--- config.mk ---
export PLATFORM = sky130hd
export DESIGN_NAME = ign_channel_sched
export DESIGN_NICKNAME = d
export VERILOG_FILES = /design/src/rtl/ign_channel_sched.sv
export SDC_FILE = /design/constraint.sdc
export NUM_CORES = 1
export LEC_CHECK = 0
export BUFFER_PORTS_ARGS = -buffer_cell sky130_fd_sc_hd__buf_2
export CAP_MARGIN = 20
export CORE_UTILIZATION = 57
export DETAILED_ROUTE_END_ITERATION = 10
export HOLD_SLACK_MARGIN = 0.1
export PLACE_DENSITY_LB_ADDON = 0.05
export SYNTH_ARGS = -nofsm -noshare
export SYNTH_HDL_FRONTEND = slang
export SYNTH_SLANG_ARGS = --single-unit
export TNS_END_PERCENT = 10
--- constraint.sdc ---
create_clock -name clk -period 3 [get_ports clk]
set_input_delay 0.6 -clock clk [delete_from_list [all_inputs] [get_ports clk]]
set_output_delay 0.6 -clock clk [all_outputs]
set_load 0.005 [all_outputs]
--- src/rtl/ign_channel_sched.sv ---
// rtl/ign_channel_sched.sv - per-cylinder ignition charge/fire scheduler with double-buffered angle pair
// Optional dwell-limit timer and LOCKOUT state are built when IGN_DWELL_LIMIT_EN is defined.
module ign_channel_sched #(
    parameter int AW = 24,
    parameter int TW = 24
) (
    input  logic          clk,
    input  logic          rst,
    input  logic          hwag_start,
    input  logic [AW-1:0] acnt,
    input  logic          ch_ena,
    input  logic          cfg_we,
    input  logic [AW-1:0] cfg_chrg,
    input  logic [AW-1:0] cfg_fire,
    input  logic [TW-1:0] max_dwell,
    output logic          ign_out,
    output logic          fire_p,
    output logic          dwell_ovf_p,
    output logic          abort_p,
    output logic          pend
);
    typedef enum logic [1:0] {IDLE, ARMED, CHARGE, LOCKOUT} state_t;

    state_t        state;
    logic [AW-1:0] sh_chrg;
    logic [AW-1:0] sh_fire;
    logic [AW-1:0] pd_chrg;
    logic [AW-1:0] pd_fire;
    logic          at_chrg;
    logic          at_fire;

    assign at_chrg = (acnt == sh_chrg);
    assign at_fire = (acnt == sh_fire);

`ifdef IGN_DWELL_LIMIT_EN
    localparam logic [TW:0]   WIDE_ONE = 1;
    localparam logic [TW-1:0] CNT_ONE  = 1;

    logic [TW-1:0] dwell_cnt;
    logic          dwell_hit;

    // Fires on the cycle that completes max_dwell charging cycles; >= keeps a
    // mid-charge reduction of max_dwell from being skipped over.
    assign dwell_hit = (max_dwell != '0) &&
                       (({1'b0, dwell_cnt} + WIDE_ONE) >= {1'b0, max_dwell});

    always_ff @(posedge clk) begin
        if (!rst || state != CHARGE) begin
            dwell_cnt <= '0;
        end else if (dwell_cnt != '1) begin
            dwell_cnt <= dwell_cnt + CNT_ONE;
        end
    end
`else
    logic unused_max_dwell;
    assign unused_max_dwell = ^max_dwell;
    assign dwell_ovf_p      = 1'b0;
`endif

    always_ff @(posedge clk) begin
        if (!rst) begin
            state   <= IDLE;
            ign_out <= 1'b0;
            fire_p  <= 1'b0;
            abort_p <= 1'b0;
            pend    <= 1'b0;
            sh_chrg <= '0;
            sh_fire <= '0;
            pd_chrg <= '0;
            pd_fire <= '0;
`ifdef IGN_DWELL_LIMIT_EN
            dwell_ovf_p <= 1'b0;
`endif
        end else begin
            fire_p  <= 1'b0;
            abort_p <= 1'b0;
`ifdef IGN_DWELL_LIMIT_EN
            dwell_ovf_p <= 1'b0;
`endif
            // Shadow update is held off while charging so the active pair stays intact.
            if (pend && state != CHARGE) begin
                sh_chrg <= pd_chrg;
                sh_fire <= pd_fire;
                pend    <= 1'b0;
            end
            if (cfg_we) begin
                pd_chrg <= cfg_chrg;
                pd_fire <= cfg_fire;
                pend    <= 1'b1;
            end

            if (!hwag_start) begin
                state   <= IDLE;
                ign_out <= 1'b0;
                abort_p <= (state == CHARGE);
            end else begin
                case (state)
                    IDLE: begin
                        if (ch_ena) state <= ARMED;
                    end
                    ARMED: begin
                        if (!ch_ena) begin
                            state <= IDLE;
                        end else if (at_chrg) begin
                            state   <= CHARGE;
                            ign_out <= 1'b1;
                        end
                    end
                    CHARGE: begin
                        if (at_fire) begin
                            state   <= ch_ena ? ARMED : IDLE;
                            ign_out <= 1'b0;
                            fire_p  <= 1'b1;
                        end
`ifdef IGN_DWELL_LIMIT_EN
                        else if (dwell_hit) begin
                            state       <= LOCKOUT;
                            ign_out     <= 1'b0;
                            fire_p      <= 1'b1;
                            dwell_ovf_p <= 1'b1;
                        end
`endif
                    end
                    LOCKOUT: begin
                        // Leaving only at the fire angle blocks a recharge within the same window.
                        if (at_fire) state <= ch_ena ? ARMED : IDLE;
                    end
                    default: state <= IDLE;
                endcase
            end
        end
    end
endmodule

==> flow_summary_export.csv <==
group,metric,value,unit
clock_tree,cts.sinks,102,
drt,drtIter0Drc,73,
yosys,synth_nets,558,
setup_path,cp.required,3.30,ns
finish,drive_gt1_frac,0.1940,
drt,ant_nets,0,
setup_path,start_kind,"register",
pwr,p_total,0.002530,W
placed_design,gp_congestion,0.7986,
grt,grt_first_pass_wirelength,13980,microns
yosys,yosysUniqueCellTypes,30,
timing,max_slew_margin,0.5298,
yosys,synth_top_area_share,0.4751,
setup_path,path_max_fanout,2,
floorplan,io_pins,106,
yosys,synth_area_per_cell,9.405,sq um
timing,tightestPinTransition,0.7035,ns
floorplan,die_h,88.84,microns
setup_path,path_class,"register to register",
floorplan,core_area,7253,sq um
clock_tree,worstSkewPairLatency,0.36,ns
clock_tree,path_clk_slew,0.10,ns
clock_tree,ctsResizeCount,0,
clock_tree,cts_hold_buffers,0,
yosys,synth_top_cell_by_area,"dfxtp_1",
finish,layout.nets,627,
drt,wirelength,8677,microns
setup_path,timing.reg2reg.setup_slack,1.11,ns
floorplan,chipWidth,88.84,microns
yosys,syn_inst,457,
yosys,ys_warn_count,0,
setup_path,arrival,2.19,ns
grt,grt_pass1_vias,2999,
yosys,synth_area_leaders,"dfxtp_1 48%, mux2i_1 11%, nand2_1 8.8%, a21boi_0 8.4%, xor2_1 7.1%",
finish,syn_to_final_growth,15.69,%
floorplan,dieArea,7892,sq um
drt,wl_per_cell,13.77,microns
status,outcome,"finished, final reports clean",
yosys,netlist_area,4298,sq um
drt,first_pass_iters,4,
pwr,p_leak,2.082,nW
timing,final_hold_viol_count,0,
pwr,ir_worst_vdd,0.3379,mV
grt,grt_util_all_layers,0.2377,
placed_design,place_hpwl,6360,microns
setup_path,critPathCaptureType,"register",
timing,fin_tns_setup,0,ns
timing,period_needed,1.891,ns
finish,final_cells,630,
timing,fmax,0.5287,GHz
pwr,power_density,508.9,nW/um^2
clock_tree,cts_setup_buffers,0,
flow_run,cap_viol_max_count,0,
grt,overflow,0,
clock_tree,root_buffer,"clkbuf_8",
drt,via_count,3189,
clock_tree,cts_buffers,9,
floorplan,rows,31,
grt,antenna_found_initial,0,
timing,maxSlewViolCount,0,
finish,n_antenna_cell,0,
finish,final_util,0.6855,
placed_design,dp.cells,614,
timing,fin_skew,0.007309,ns
hold_path,hold_class,"input port to register",
floorplan,start_util,0.5925,
timing,setup_violations,0,
clock_tree,cts_tree,"done",
grt,grt_max_degree,52,
drt,drc,0,
yosys,ys_seq_area_frac,0.4751,
timing,fin_crit_sh,0.6304,
drt,viasPerCell,5.062,
timing,holdWs,0.4085,ns
clock_tree,clockBufferDepth,2,
clock_tree,htree_num_levels,3,
timing,rsz0062_at_grt,"false",
placed_design,io_buffers,80,
yosys,ys_ff_latch,102,
[path summary, 6_finish.rpt]
kind                                   end        from  cells past startpoint
worst max-delay path               ign_out  sh_chrg[7]                      5
worst min-delay path               abort_p  hwag_start                      2
worst max register to register     ign_out  sh_chrg[7]                      5
worst min register to register  sh_fire[1]  pd_fire[1]                      2
[area by class of cell]
class | count | area [sq um]
multi-input cells | 325 | 2137
inverters | 2 | 7.507
flip-flops and latches | 102 | 2042
clock inverters | 6 | 53.80
clock buffers | 10 | 137.6
fillers | 643 | 2281
well taps | 99 | 123.9
repair buffers | 86 | 470.5
[cell usage in the layout (no fill, tap or decap), drive strengths merged, types with 5 or more instances in the layout]
cell type / Yosys / final
a21boi: 48 / 48
buf: 7 / 86
clkbuf: 21 / 10
dfxtp: 102 / 102
inv: 2 / 5
mux2i: 48 / 48
nand2: 101 / 101
nor2b: 48 / 48
nor4: 9 / 9
xnor2: 13 / 13
xor2: 35 / 35
[state kept, by name, summed over array words and instances (netlist names)]
signal	count
pd_fire	24
sh_chrg	24
fire_p	1
pd_chrg	24
pend	1
sh_fire	24
state	2
ign_out	1
abort_p	1
[worst max-delay path, stage by stage (launching register included)]
cell     delay [ns]
dfxtp_1        0.35
xnor2_1        0.21
nand4_1        0.10
or4_1          0.54
or4_4          0.50
a21oi_1        0.13
[per-stage QoR]
step / setup slack, ns / cell area, sq um
after floorplan: 1.001 / 4298
after global placement: 0.7701 / 4781
after detailed placement: 0.7542 / 4781
after CTS: 1.111 / 4972
after global routing: 0.9633 / 4972
final: 1.109 / 4972
[cells in the mapped netlist, drive strengths merged]
cell and n:
nor2b 48, or4 2, buf 7, nand2b 1, or3 1, inv 2
xor2 35, nand3 1, o21a 1, o211ai 1, conb 1, nor3b 1
o21ai 2, nand2 101, nor3 1, a31oi 1, a21oi 2, nor4 9
o31ai 1, nor2 2, a21boi 48, nand4 4, and2 1, dfxtp 102
xnor2 13, clkbuf 21, mux2i 48
[where the power goes]
part | switching [W] | internal [W] | leakage, nW
combinational | 0.000131 | 0.000133 | 1.16
clock | 0.000484 | 0.000339 | 0.0890
sequential | 0.0000335 | 0.00141 | 0.834
[cell families after synthesis]
| family | share of synthesized area |
|---|---|
| buffers and inverters | 0.02766 |
| other | 0.0008725 |
| AND/OR/NAND/NOR | 0.1916 |
| XOR/XNOR | 0.09782 |
| AO/OA/AOI/OAI | 0.09520 |
| multiplexers | 0.1118 |
| flip-flops | 0.4751 |
[metal layers]
| layer | GRT usage | vias to the layer above | part of all wire |
|---|---|---|---|
| met5 | 0 | - | 0 |
| met4 | 0.08065 | 0 | 0.015 |
| met3 | 0.05037 | 11 | 0.044 |
| met2 | 0.3958 | 73 | 0.47 |
| met1 | 0.3068 | 1464 | 0.47 |
| li1 | - | 1641 | - |
Note: power is estimated with default switching activity, not from simulation.
